==> src/rtl/fmap_bram_arbiter.sv <==
// Round-robin arbiter between NUM_CLIENTS pipeline stages and one dual-port feature-map BRAM
// (port A read, port B write). Define COLLISION_FWD_EN to forward same-cycle same-address writes into reads.
module fmap_bram_arbiter #(
  parameter int unsigned NUM_CLIENTS     = 3,
  parameter int unsigned COORD_BITS      = 8,
  parameter int unsigned OUT_CHANNELS    = 4,
  parameter int unsigned BITS_PER_NEURON = 8,
  parameter int unsigned IMG_WIDTH       = 32,
  parameter int unsigned IMG_HEIGHT      = 32,
  parameter int unsigned READ_LATENCY    = 1,
  localparam int unsigned DATA_W = OUT_CHANNELS * BITS_PER_NEURON,
  localparam int unsigned ADDR_W = $clog2(IMG_WIDTH * IMG_HEIGHT)
) (
  input  logic                                 clk,
  input  logic                                 rst,
  input  logic [NUM_CLIENTS-1:0]               client_en,
  input  logic [NUM_CLIENTS-1:0]               rd_req,
  input  logic [NUM_CLIENTS*COORD_BITS-1:0]    rd_x,
  input  logic [NUM_CLIENTS*COORD_BITS-1:0]    rd_y,
  output logic [NUM_CLIENTS-1:0]               rd_gnt,
  output logic [NUM_CLIENTS-1:0]               rd_valid,
  output logic [DATA_W-1:0]                    rd_data,
  input  logic [NUM_CLIENTS-1:0]               wr_req,
  input  logic [NUM_CLIENTS*COORD_BITS-1:0]    wr_x,
  input  logic [NUM_CLIENTS*COORD_BITS-1:0]    wr_y,
  input  logic [NUM_CLIENTS*DATA_W-1:0]        wr_data,
  input  logic [NUM_CLIENTS*OUT_CHANNELS-1:0]  wr_ch_mask,
  output logic [NUM_CLIENTS-1:0]               wr_gnt,
  output logic                                 bram_en_a,
  output logic [ADDR_W-1:0]                    bram_addr_a,
  input  logic [DATA_W-1:0]                    bram_dout_a,
  output logic [OUT_CHANNELS-1:0]              bram_we_b,
  output logic [ADDR_W-1:0]                    bram_addr_b,
  output logic [DATA_W-1:0]                    bram_din_b,
  output logic                                 oob_err,
  input  logic                                 err_clr
);

  localparam int unsigned ID_W   = $clog2(NUM_CLIENTS);
  localparam int unsigned PROD_W = ADDR_W + COORD_BITS;
  localparam int unsigned DEPTH  = 1 + READ_LATENCY;

  logic [ID_W-1:0]         rd_ptr, wr_ptr, rd_win, wr_win;
  logic                    rd_found, wr_found, rd_take, coll;
  logic [COORD_BITS-1:0]   rd_wx, rd_wy, wr_wx, wr_wy;
  logic                    rd_inr, wr_inr;
  logic [ADDR_W-1:0]       rd_addr, wr_addr;
  logic [DATA_W-1:0]       wr_wdata;
  logic [OUT_CHANNELS-1:0] wr_wmask;

  logic [DEPTH-1:0][NUM_CLIENTS-1:0] p_oh;
  logic [DEPTH-1:0]                  p_oob;
`ifdef COLLISION_FWD_EN
  logic [DEPTH-1:0]                    p_fwd;
  logic [DEPTH-1:0][DATA_W-1:0]        p_wdata;
  logic [DEPTH-1:0][OUT_CHANNELS-1:0]  p_wmask;
`endif

  // First eligible client at or after ptr, searched cyclically; MSB flags a hit.
  function automatic logic [ID_W:0] rr_pick(input logic [NUM_CLIENTS-1:0] elig,
                                            input logic [ID_W-1:0] ptr);
    logic [ID_W:0] res;
    int unsigned   idx;
    res = '0;
    for (int k = int'(NUM_CLIENTS) - 1; k >= 0; k--) begin
      idx = 32'(ptr) + 32'(k);
      if (idx >= NUM_CLIENTS) idx = idx - NUM_CLIENTS;
      if (elig[ID_W'(idx)]) res = {1'b1, ID_W'(idx)};
    end
    return res;
  endfunction

  function automatic logic [ID_W-1:0] rr_next(input logic [ID_W-1:0] w);
    return (32'(w) == NUM_CLIENTS - 1) ? '0 : w + ID_W'(1);
  endfunction

  always_comb begin
    {rd_found, rd_win} = rr_pick(rd_req & client_en, rd_ptr);
    {wr_found, wr_win} = rr_pick(wr_req & client_en, wr_ptr);
  end

  // Winner payload mux.
  always_comb begin
    rd_wx    = '0;
    rd_wy    = '0;
    wr_wx    = '0;
    wr_wy    = '0;
    wr_wdata = '0;
    wr_wmask = '0;
    for (int i = 0; i < int'(NUM_CLIENTS); i++) begin
      if (rd_win == ID_W'(i)) begin
        rd_wx = rd_x[i*COORD_BITS +: COORD_BITS];
        rd_wy = rd_y[i*COORD_BITS +: COORD_BITS];
      end
      if (wr_win == ID_W'(i)) begin
        wr_wx    = wr_x[i*COORD_BITS +: COORD_BITS];
        wr_wy    = wr_y[i*COORD_BITS +: COORD_BITS];
        wr_wdata = wr_data[i*DATA_W +: DATA_W];
        wr_wmask = wr_ch_mask[i*OUT_CHANNELS +: OUT_CHANNELS];
      end
    end
  end

  // Range check happens on full coordinates before the row-major product is truncated.
  always_comb begin
    rd_inr  = (32'(rd_wx) < IMG_WIDTH) && (32'(rd_wy) < IMG_HEIGHT);
    wr_inr  = (32'(wr_wx) < IMG_WIDTH) && (32'(wr_wy) < IMG_HEIGHT);
    rd_addr = ADDR_W'(PROD_W'(rd_wy) * PROD_W'(IMG_WIDTH) + PROD_W'(rd_wx));
    wr_addr = ADDR_W'(PROD_W'(wr_wy) * PROD_W'(IMG_WIDTH) + PROD_W'(wr_wx));
    coll    = rd_found && wr_found && rd_inr && wr_inr && (rd_addr == wr_addr);
`ifdef COLLISION_FWD_EN
    rd_take = rd_found;
`else
    rd_take = rd_found && !coll;
`endif
    rd_gnt = '0;
    wr_gnt = '0;
    if (rd_take)  rd_gnt[rd_win] = 1'b1;
    if (wr_found) wr_gnt[wr_win] = 1'b1;
  end

  always_ff @(posedge clk or posedge rst) begin
    if (rst) begin
      rd_ptr      <= '0;
      wr_ptr      <= '0;
      bram_en_a   <= 1'b0;
      bram_addr_a <= '0;
      bram_we_b   <= '0;
      bram_addr_b <= '0;
      bram_din_b  <= '0;
      oob_err     <= 1'b0;
      p_oh        <= '0;
      p_oob       <= '0;
`ifdef COLLISION_FWD_EN
      p_fwd       <= '0;
      p_wdata     <= '0;
      p_wmask     <= '0;
`endif
    end else begin
      if (rd_take)  rd_ptr <= rr_next(rd_win);
      if (wr_found) wr_ptr <= rr_next(wr_win);
      bram_en_a <= rd_take && rd_inr;
      if (rd_take && rd_inr) bram_addr_a <= rd_addr;
      bram_we_b <= (wr_found && wr_inr) ? wr_wmask : '0;
      if (wr_found && wr_inr) begin
        bram_addr_b <= wr_addr;
        bram_din_b  <= wr_wdata;
      end
      // A new violation outranks a same-cycle clear.
      if ((rd_take && !rd_inr) || (wr_found && !wr_inr)) oob_err <= 1'b1;
      else if (err_clr)                                   oob_err <= 1'b0;
      p_oh  <= {p_oh[DEPTH-2:0], rd_gnt};
      p_oob <= {p_oob[DEPTH-2:0], rd_take && !rd_inr};
`ifdef COLLISION_FWD_EN
      p_fwd   <= {p_fwd[DEPTH-2:0], rd_take && coll};
      p_wdata <= {p_wdata[DEPTH-2:0], wr_wdata};
      p_wmask <= {p_wmask[DEPTH-2:0], wr_wmask};
`endif
    end
  end

  assign rd_valid = p_oh[READ_LATENCY];

  // Return data: BRAM word, write-first merge on a forwarded collision, zero for out-of-range.
  always_comb begin
    rd_data = bram_dout_a;
`ifdef COLLISION_FWD_EN
    for (int c = 0; c < int'(OUT_CHANNELS); c++) begin
      if (p_fwd[READ_LATENCY] && p_wmask[READ_LATENCY][c])
        rd_data[c*BITS_PER_NEURON +: BITS_PER_NEURON] =
          p_wdata[READ_LATENCY][c*BITS_PER_NEURON +: BITS_PER_NEURON];
    end
`endif
    if (p_oob[READ_LATENCY]) rd_data = '0;
  end

endmodule
==> config.mk <==
export PLATFORM = sky130hd
export DESIGN_NAME = fmap_bram_arbiter
export DESIGN_NICKNAME = d
export VERILOG_FILES = /design/src/rtl/fmap_bram_arbiter.sv
export SDC_FILE = /design/constraint.sdc
export NUM_CORES = 1
export LEC_CHECK = 0
export CAP_MARGIN = 20
export CORE_AREA = 8 8 129 131
export DETAILED_ROUTE_END_ITERATION = 10
export DIE_AREA = 0 0 137 139
export DONT_BUFFER_PORTS = 1
export GPL_TIMING_DRIVEN = 1
export SLEW_MARGIN = 5
export SYNTH_ARGS = -nofsm -noshare
export SYNTH_HDL_FRONTEND = slang
export SYNTH_SLANG_ARGS = --single-unit
==> constraint.sdc <==
create_clock -name clk -period 6.5 [get_ports clk]
set_clock_uncertainty 0.05 [all_clocks]
set_input_delay 0.325 -clock clk [delete_from_list [all_inputs] [get_ports clk]]
set_output_delay 0.325 -clock clk [all_outputs]
set_load 0.1 [all_outputs]
After elaboration in Yosys (flattened, before gate mapping)
Cells that the tools add are included.
{"block": "totals", "inputBits": 248, "out_inout_bits": 99, "elab_cells": 126, "register_bits": 70}
{"block": "classes", "order_cmp": 20, "eq_ne": 5, "bitwise_logic": 2, "n_reduce_logical": 20, "mux": 54, "n_addsub": 14}
{"operator": "32-bit two-way mux", "n": 4}
{"operator": "8-bit two-way mux", "n": 12}
{"operator": "8-bit by 6-bit < comparator with 1-bit output (second input constant)", "n": 4}
{"operator": "2-bit by 3-bit < comparator with 1-bit output (second input constant)", "n": 8}
{"operator": "3-bit two-way mux", "n": 8}
{"operator": "10-bit by 8-bit adder with 10-bit output", "n": 2}
{"operator": "2-bit two-way mux", "n": 8}
{"operator": "4-bit two-way mux", "n": 4}
{"operator": "1-bit logical AND", "n": 13}
{"operator": "1-bit binary-select mux with 2-bit select", "n": 6}
{"operator": "3-bit by 2-bit greater-or-equal comparator with 1-bit output (second input constant)", "n": 4}
{"operator": "2-bit subtractor (second input constant)", "n": 6}
{"operator": "10-bit == test", "n": 1}
{"operator": "1-bit two-way mux", "n": 10}
{"operator": "2-bit by 1-bit adder with 3-bit output (second input constant)", "n": 2}
{"operator": "2-bit by 2-bit adder with 3-bit output (second input constant)", "n": 2}
{"operator": "3-bit bitwise AND", "n": 2}
{"operator": "2-bit by 1-bit adder with 2-bit output (second input constant)", "n": 2}
{"operator": "1-bit demux with 2-bit select", "n": 2}
{"operator": "2-bit by 1-bit == test with 1-bit output (second input constant)", "n": 2}
{"operator": "2-bit == test (second input constant)", "n": 2}
{"operator": "2-bit by 1-bit greater-or-equal comparator with 1-bit output (second input constant)", "n": 2}
{"operator": "2-bit greater-or-equal comparator (second input constant)", "n": 2}
{"operator": "2-bit logical NOT", "n": 2}
{"operator": "3 further kinds", "n": 5}

Depth between registers and ports, before layout
{"block": "depth", "ltp_word": 22, "depth_mapped": 22}

Worst setup path before layout
No wires, ideal clock.
{"block": "synth_timing", "path_kind": "register to output", "from": "register wr_ptr[0]", "to": "output rd_gnt[0]", "t_required_ps": 6125, "path_slack_ps": -402, "arrival_time_ps": 6527, "path_stages_with_launch": 22, "path_cell_list": "dfrtp_1 > inv_1 > ha_1 > a22o_1 > a21oi_1 > nand2_4 > inv_2 > buf_1 > clkbuf_1 > nand2_1 > a31oi_1 > ha_1 > inv_1 > fa_1 > inv_1 > a21oi_1 > or3_1 > or3_1 > nand3_2 > xnor2_1 > a21oi_1 > nor2b_1"}
{"block": "synth_between", "elab_chain_len": 19, "word_cells_on_any_way": 41, "classes_between": "add/sub (6); order compare (5); eq/ne (3); mux (19); reduce/logical (8)"}
{"element": "start, declared", "line": "43", "source": "logic [ID_W-1:0] rd_ptr, wr_ptr, rd_win, wr_win;"}
{"element": "start signal, assigned", "line": "141", "source": "if (wr_found) wr_ptr <= rr_next(wr_win);"}
{"element": "2-bit by 2-bit adder with 3-bit output", "line": "66", "source": "idx = 32'(ptr) + 32'(k);"}
{"element": "3-bit by 2-bit greater-or-equal comparator with 1-bit output / 2-bit subtractor (equally long branches)", "line": "67", "source": "if (idx >= NUM_CLIENTS) idx = idx - NUM_CLIENTS;"}
{"element": "2-bit two-way mux", "line": "67"}
{"element": "1-bit binary-select mux with 2-bit select", "line": "68", "source": "if (elig[ID_W'(idx)]) res = {1'b1, ID_W'(idx)};"}
{"element": "1-bit two-way mux (implied by the code)", "line": "68"}
{"element": "3-bit two-way mux (2 in a row)", "line": "68"}
{"element": "3-bit two-way mux *", "line": "68"}
{"element": "branches (longest 7 deep; another with 10-bit by 8-bit adder with 10-bit output)"}
{"element": "1-bit logical AND *", "line": "110", "source": "coll = rd_found && wr_found && rd_inr && wr_inr && (rd_addr == wr_addr);"}
{"element": "1-bit logical NOT *", "line": "114", "source": "rd_take = rd_found && !coll;"}
{"element": "1-bit logical AND *", "line": "114"}
{"element": "3-bit two-way mux *", "line": "118", "source": "if (rd_take) rd_gnt[rd_win] = 1'b1;"}
{"element": "end, declared", "line": "20", "source": "output logic [NUM_CLIENTS-1:0] rd_gnt,"}
Mark *: on every way between the ends. The select of a mux whose other input is x is not followed.

Final worst setup path
{"block": "layout_timing", "from": "register wr_ptr[0]", "to": "output rd_gnt[2]"}
The elaborated chain is that of the path after synthesis.

==> flow_summary.html <==
<table>
<tr><th>Metric</th><th>Value</th></tr>
<tr><th colspan="2">Clocking</th></tr>
<tr><td>Clock Latency Late Sink</td><td>0.33 ns</td></tr>
<tr><td>Number of buffers inserted during clock tree synthesis</td><td>9</td></tr>
<tr><td>Post-CTS Hold Fix Bufs</td><td>1</td></tr>
<tr><td>Number of clock sinks seen by CTS</td><td>70</td></tr>
<tr><td>TritonCTS clock tree</td><td>built</td></tr>
<tr><td>Buffer levels on the longest clock path</td><td>2</td></tr>
<tr><td>Clock-pin slew on the worst setup and hold paths</td><td>0.06 ns</td></tr>
<tr><td>Total of cells resized after clock tree synthesis</td><td>0</td></tr>
<tr><td>Number of buffers inserted by post-CTS setup repair</td><td>0</td></tr>
<tr><td>Clock H-tree levels</td><td>3</td></tr>
<tr><td>Clock root buffer</td><td>sky130_fd_sc_hd__clkbuf_16</td></tr>
<tr><th colspan="2">STA</th></tr>
<tr><td>Period utilization</td><td>0.893</td></tr>
<tr><td>Slew Limit Headroom</td><td>0.254</td></tr>
<tr><td>Peak Freq</td><td>0.172 GHz</td></tr>
<tr><td>Clock period minus worst slack</td><td>5.80 ns</td></tr>
<tr><td>Count of final hold-check violations</td><td>0</td></tr>
<tr><td>Slew at the pin closest to its max-slew limit</td><td>1.11 ns</td></tr>
<tr><td>Pins over their slew limit</td><td>0</td></tr>
<tr><td>Total negative slack for setup checks</td><td>0 ns</td></tr>
<tr><td>Unrepaired setup endpoints after global routing</td><td>no</td></tr>
<tr><td>Number of setup violations in the final report</td><td>0</td></tr>
<tr><th colspan="2">Critical path</th></tr>
<tr><td>Worst reg2reg path depth</td><td>20</td></tr>
<tr><td>Type of the worst setup path</td><td>register to output port</td></tr>
<tr><td>Worst Path Max Fanout</td><td>32</td></tr>
<tr><td>Worst setup endpoint</td><td>rd_gnt[2]</td></tr>
<tr><td>Required time at the endpoint of the critical path</td><td>6.12 ns</td></tr>
<tr><td>Startpoint type of the worst setup path</td><td>register</td></tr>
<tr><td>Capture point of the worst reg-to-reg path</td><td>p_oh[2]</td></tr>
<tr><td>Slowest cell on crit path</td><td>sky130_fd_sc_hd__a21oi_1</td></tr>
<tr><td>Most common cell type on the critical path</td><td>sky130_fd_sc_hd__a21oi_1</td></tr>
<tr><td>Reg-to-reg setup timing slack</td><td>1.24 ns</td></tr>
<tr><td>Sort of element at the end of the critical path</td><td>output port</td></tr>
<tr><td>Stages on the worst setup path</td><td>20</td></tr>
<tr><td>Crit Reg-Reg Startpoint</td><td>wr_ptr[0]</td></tr>
<tr><td>Family with the most delay on the worst path</td><td>compound AO/OA/AOI/OAI gates</td></tr>
<tr><td>Number of buffer and inverter instances along the worst setup path</td><td>5</td></tr>
<tr><td>Crit path launch</td><td>wr_ptr[0]</td></tr>
<tr><td>CP cell instances</td><td>inv_1 -&gt; ha_1 -&gt; a22o_1 -&gt; a21oi_1 -&gt; nand2_4 -&gt; inv_2 -&gt; a21oi_1 -&gt; a21oi_1 -&gt; ha_1 -&gt; inv_1 -&gt; fa_1 -&gt; inv_1 -&gt; a21oi_1 -&gt; or3_1 -&gt; or3_1 -&gt; nand3_2 -&gt; xnor2_1 -&gt; a21oi_1 -&gt; nor2b_2 -&gt; buf_4</td></tr>
<tr><td>Arrival time of data at the critical path endpoint</td><td>5.43 ns</td></tr>
<tr><td>CP peak stage delay</td><td>0.50 ns</td></tr>
<tr><th colspan="2">Finish</th></tr>
<tr><td>Layout cell share with drive strength beyond 1</td><td>0.171</td></tr>
<tr><td>Number of filler instances in the final layout</td><td>1526</td></tr>
<tr><td>Multi-input gate area in the final layout</td><td>2940 um2</td></tr>
<tr><td>Nets</td><td>817</td></tr>
<tr><td>Register area</td><td>1750 um2</td></tr>
<tr><td>Synth-to-Final Area Change</td><td>11.4%</td></tr>
<tr><th colspan="2">Pwr</th></tr>
<tr><td>Overall power after layout</td><td>3930 uW</td></tr>
<tr><td>Ratio of total power to cell area</td><td>731 nW/um2</td></tr>
<tr><td>Leakage</td><td>0.00234 uW</td></tr>
<tr><td>Worst-case vdd ir drop</td><td>0.327 mV</td></tr>
<tr><th colspan="2">Logic synthesis</th></tr>
<tr><td>Count of unique library cells instantiated by Yosys</td><td>64</td></tr>
<tr><td>Synthesis-stage register bit count</td><td>70</td></tr>
<tr><td>Largest family of logic cells by synthesized area</td><td>compound AO/OA/AOI/OAI gates</td></tr>
<tr><td>Main synth FF type</td><td>sky130_fd_sc_hd__dfrtp_1</td></tr>
<tr><td>Share of the synthesized area in compound gates (AO/OA/AOI/OAI)</td><td>0.255</td></tr>
<tr><td>Dominant cells by area after synthesis</td><td>sky130_fd_sc_hd__dfrtp_1 (36%), sky130_fd_sc_hd__nand2_1 (7.3%), sky130_fd_sc_hd__a21oi_1 (6.9%)</td></tr>
<tr><td>Simple-gate portion of the synthesized area</td><td>0.211</td></tr>
<tr><td>Post-synth EDFFs</td><td>0</td></tr>
<tr><td>Share of synthesized area occupied by flip-flops and latches</td><td>0.363</td></tr>
<tr><td>Average footprint of a synthesized cell</td><td>8.44 um2</td></tr>
<tr><td>Area share of the largest cell type after synthesis</td><td>0.363</td></tr>
<tr><td>Mapped Cells</td><td>572</td></tr>
<tr><td>XOR/XNOR share of the synthesized area</td><td>0.0272</td></tr>
<tr><td>Number of nets produced by synthesis</td><td>832</td></tr>
<tr><td>Synth warn</td><td>0</td></tr>
<tr><td>Total standard cell area after synthesis</td><td>4830 um2</td></tr>
<tr><td>Proportion of synthesized flip-flops having asynchronous set or reset</td><td>1.00</td></tr>
<tr><td>Synthesized-area fraction occupied by adder cells</td><td>0.0386</td></tr>
<tr><td>Mux share of post-synthesis cell area</td><td>0.0591</td></tr>
<tr><td>Library cell occupying the most area in the post-synthesis netlist</td><td>sky130_fd_sc_hd__dfrtp_1</td></tr>
<tr><th colspan="2">GRT</th></tr>
<tr><td>Vias in the first global route</td><td>4650</td></tr>
<tr><td>Initial antenna violation count</td><td>3</td></tr>
<tr><td>Global-route wire length before repair</td><td>28300 um</td></tr>
<tr><td>Pin count of the biggest net entering global routing</td><td>81</td></tr>
<tr><td>Global-route usage over all layers</td><td>0.195</td></tr>
<tr><td>Overflow left after global routing</td><td>0</td></tr>
<tr><th colspan="2">Placed design</th></tr>
<tr><td>Half-perimeter wire length of the detailed placement result</td><td>15900 um</td></tr>
<tr><td>Routability-driven placement congestion ratio</td><td>0.869</td></tr>
<tr><td>I/O Buffers</td><td>0</td></tr>
<tr><th colspan="2">Route</th></tr>
<tr><td>Post-Route WL</td><td>19300 um</td></tr>
<tr><td>Per-cell routed wire length</td><td>25.6 um</td></tr>
<tr><td>Via-per-instance ratio</td><td>5.71</td></tr>
<tr><td>DRC marker count from the first detailed-route iteration</td><td>190</td></tr>
<tr><td>DRC Markers</td><td>0</td></tr>
<tr><td>Number of vias after detailed routing</td><td>4303</td></tr>
<tr><td>Number of nets with antenna violations after detailed routing</td><td>0</td></tr>
<tr><td>Count of TritonRoute iterations in the first routing pass</td><td>7</td></tr>
<tr><th colspan="2">Die</th></tr>
<tr><td>Chip Width</td><td>137 um</td></tr>
<tr><td>Floorplan core area</td><td>14800 um2</td></tr>
<tr><td>Initial Utilization</td><td>0.327</td></tr>
<tr><td>Floorplan row count</td><td>45</td></tr>
<tr><td>Die Y-Extent</td><td>139 um</td></tr>
<tr><td>Number of placed I/O pins</td><td>347</td></tr>
<tr><td>Overall die area</td><td>19000 um2</td></tr>
<tr><th colspan="2">Flow run</th></tr>
<tr><td>Maxcap violations</td><td>0</td></tr>
<tr><th colspan="2">Min path</th></tr>
<tr><td>Path type of the worst min-delay path</td><td>input port to register</td></tr>
<tr><th colspan="2">Run status</th></tr>
<tr><td>Result of the run</td><td>finished, final reports clean</td></tr>
</table>
cell families (layout without fill, tap and decap cells):
| family | count (synthesis) | after routing |
|---|---|---|
| fa+ha+maj | 14 | 14 |
| mux | 24 | 24 |
| simple gates | 206 | 206 |
| xor+xnor | 15 | 15 |
| compound gates | 189 | 189 |
| buf+inv | 54 | 44 |
| flops | 70 | 70 |
| other cells | 0 | 3 |
cells in the mapped netlist, types with 2 or more instances:
library cell / count
sky130_fd_sc_hd__clkbuf_1: 22
sky130_fd_sc_hd__xnor2_1: 10
sky130_fd_sc_hd__o2111ai_1: 2
sky130_fd_sc_hd__and2_1: 5
sky130_fd_sc_hd__a21o_1: 5
sky130_fd_sc_hd__o31ai_1: 6
sky130_fd_sc_hd__o221a_2: 3
sky130_fd_sc_hd__nor2b_1: 36
sky130_fd_sc_hd__a22oi_1: 2
sky130_fd_sc_hd__nor2_1: 23
sky130_fd_sc_hd__a22o_1: 12
sky130_fd_sc_hd__and4bb_1: 2
sky130_fd_sc_hd__o22ai_1: 6
sky130_fd_sc_hd__nand2_4: 2
sky130_fd_sc_hd__a2bb2oi_1: 4
sky130_fd_sc_hd__a21boi_1: 2
sky130_fd_sc_hd__o21ai_1: 2
sky130_fd_sc_hd__nand2_1: 94
sky130_fd_sc_hd__nand3_1: 11
sky130_fd_sc_hd__or3_1: 8
sky130_fd_sc_hd__inv_1: 16
sky130_fd_sc_hd__buf_4: 3
sky130_fd_sc_hd__a311oi_1: 4
sky130_fd_sc_hd__ha_1: 10
sky130_fd_sc_hd__xor2_1: 5
sky130_fd_sc_hd__or4_1: 2
sky130_fd_sc_hd__mux2_2: 8
sky130_fd_sc_hd__a21oi_4: 2
sky130_fd_sc_hd__dfrtp_1: 70
sky130_fd_sc_hd__a21oi_1: 67
sky130_fd_sc_hd__buf_1: 5
sky130_fd_sc_hd__a31oi_1: 7
sky130_fd_sc_hd__buf_2: 6
sky130_fd_sc_hd__a32oi_1: 5
sky130_fd_sc_hd__nor3_1: 16
sky130_fd_sc_hd__inv_2: 2
sky130_fd_sc_hd__mux2i_1: 9
sky130_fd_sc_hd__o21ai_0: 44
sky130_fd_sc_hd__mux2_4: 7
sky130_fd_sc_hd__o221ai_1: 2
sky130_fd_sc_hd__fa_1: 2
worst reg2reg max path, cell delays in order, from the launching register on:
cell	delay (ns)
sky130_fd_sc_hd__dfrtp_1	0.37
sky130_fd_sc_hd__inv_1	0.05
sky130_fd_sc_hd__ha_1	0.37
sky130_fd_sc_hd__a22o_1	0.25
sky130_fd_sc_hd__a21oi_1	0.38
sky130_fd_sc_hd__nand2_4	0.34
sky130_fd_sc_hd__inv_2	0.20
sky130_fd_sc_hd__a21oi_1	0.08
sky130_fd_sc_hd__a21oi_1	0.23
sky130_fd_sc_hd__ha_1	0.20
sky130_fd_sc_hd__inv_1	0.05
sky130_fd_sc_hd__fa_1	0.39
sky130_fd_sc_hd__inv_1	0.07
sky130_fd_sc_hd__a21oi_1	0.07
sky130_fd_sc_hd__or3_1	0.35
sky130_fd_sc_hd__or3_1	0.41
sky130_fd_sc_hd__nand3_2	0.11
sky130_fd_sc_hd__xnor2_1	0.13
sky130_fd_sc_hd__a21oi_1	0.50
sky130_fd_sc_hd__nor2b_2	0.25
sky130_fd_sc_hd__buf_4	0.31
power by group:
group	internal (uW)	total, uW	switching, uW
Combinational	483	1740	1260
Sequential	569	1700	1130
Clock	296	486	191
Total	1350	3930	2580
worst min-delay path by stage:
stage                   from        endpoint  slack [ns]  depth (start not counted)
6_report       wr_ch_mask[0]    bram_we_b[0]        0.11                          2
5_1_grt        wr_ch_mask[0]    bram_we_b[0]         0.1                          2
3_5_place_dp             rst  bram_din_b[30]        0.01                          1
4_1_cts        wr_ch_mask[5]    bram_we_b[1]        0.09                          2
2_1_floorplan       p_oob[0]        p_oob[1]        0.28                          0
3_3_place_gp             rst  bram_din_b[30]       0.007                          1
cells in the final DEF (no fill, tap or decap), types with 10 or more instances in the layout:
cell	Yosys	routed
sky130_fd_sc_hd__o21ai_0	44	44
sky130_fd_sc_hd__dfrtp_1	70	70
sky130_fd_sc_hd__nor2_1	23	23
sky130_fd_sc_hd__a22o_1	12	12
sky130_fd_sc_hd__inv_1	16	15
sky130_fd_sc_hd__a21oi_1	67	67
sky130_fd_sc_hd__nor2b_2	0	35
sky130_fd_sc_hd__nor3_1	16	16
sky130_fd_sc_hd__nand3_1	11	11
sky130_fd_sc_hd__ha_1	10	10
sky130_fd_sc_hd__nand2_1	94	94
sky130_fd_sc_hd__xnor2_1	10	10
routing by layer:
metal  global-route usage  routed length (um)
met5                    0                  13
met3               0.0815                2430
met1                0.187                6390
met2                0.354               10100
met4               0.0789                 329
area by class of cell:
type	count	area share
diodes	3	0.00140
flip-flops and latches	70	0.326
clock buffers	10	0.0426
clock inverters	6	0.0116
multi-input cells	448	0.547
well taps	188	0.0438
repair buffers	10	0.0144
inverters	18	0.0128
flip-flops by register name (all words and copies together), names as in the netlist:
name / cells
p_oh: 3
bram_en_a: 1
bram_addr_b: 10
oob_err: 1
rd_valid: 3
p_oob: 2
wr_ptr: 2
bram_addr_a: 10
bram_din_b: 32
rd_ptr: 2
bram_we_b: 4
stage by stage:
| step | hold WS, ns | std cells | cell area [um2] | utilization | worst slack (ns) |
|---|---|---|---|---|---|
| CTS | 0.0889 | 750 | 5370 | 0.364 | 0.644 |
| global route | 0.0989 | 752 | 5370 | 0.364 | 0.240 |
| finish | 0.108 | 753 | 5370 | 0.364 | 0.697 |
| detailed placement | 0.0108 | 733 | 5060 | 0.343 | 1.04 |
| global placement | 0.00663 | 733 | 5060 | 0.343 | 1.26 |
| floorplan | 0.281 | 572 | 4830 | - | 0.119 |
(Power assumes the default switching activity.)
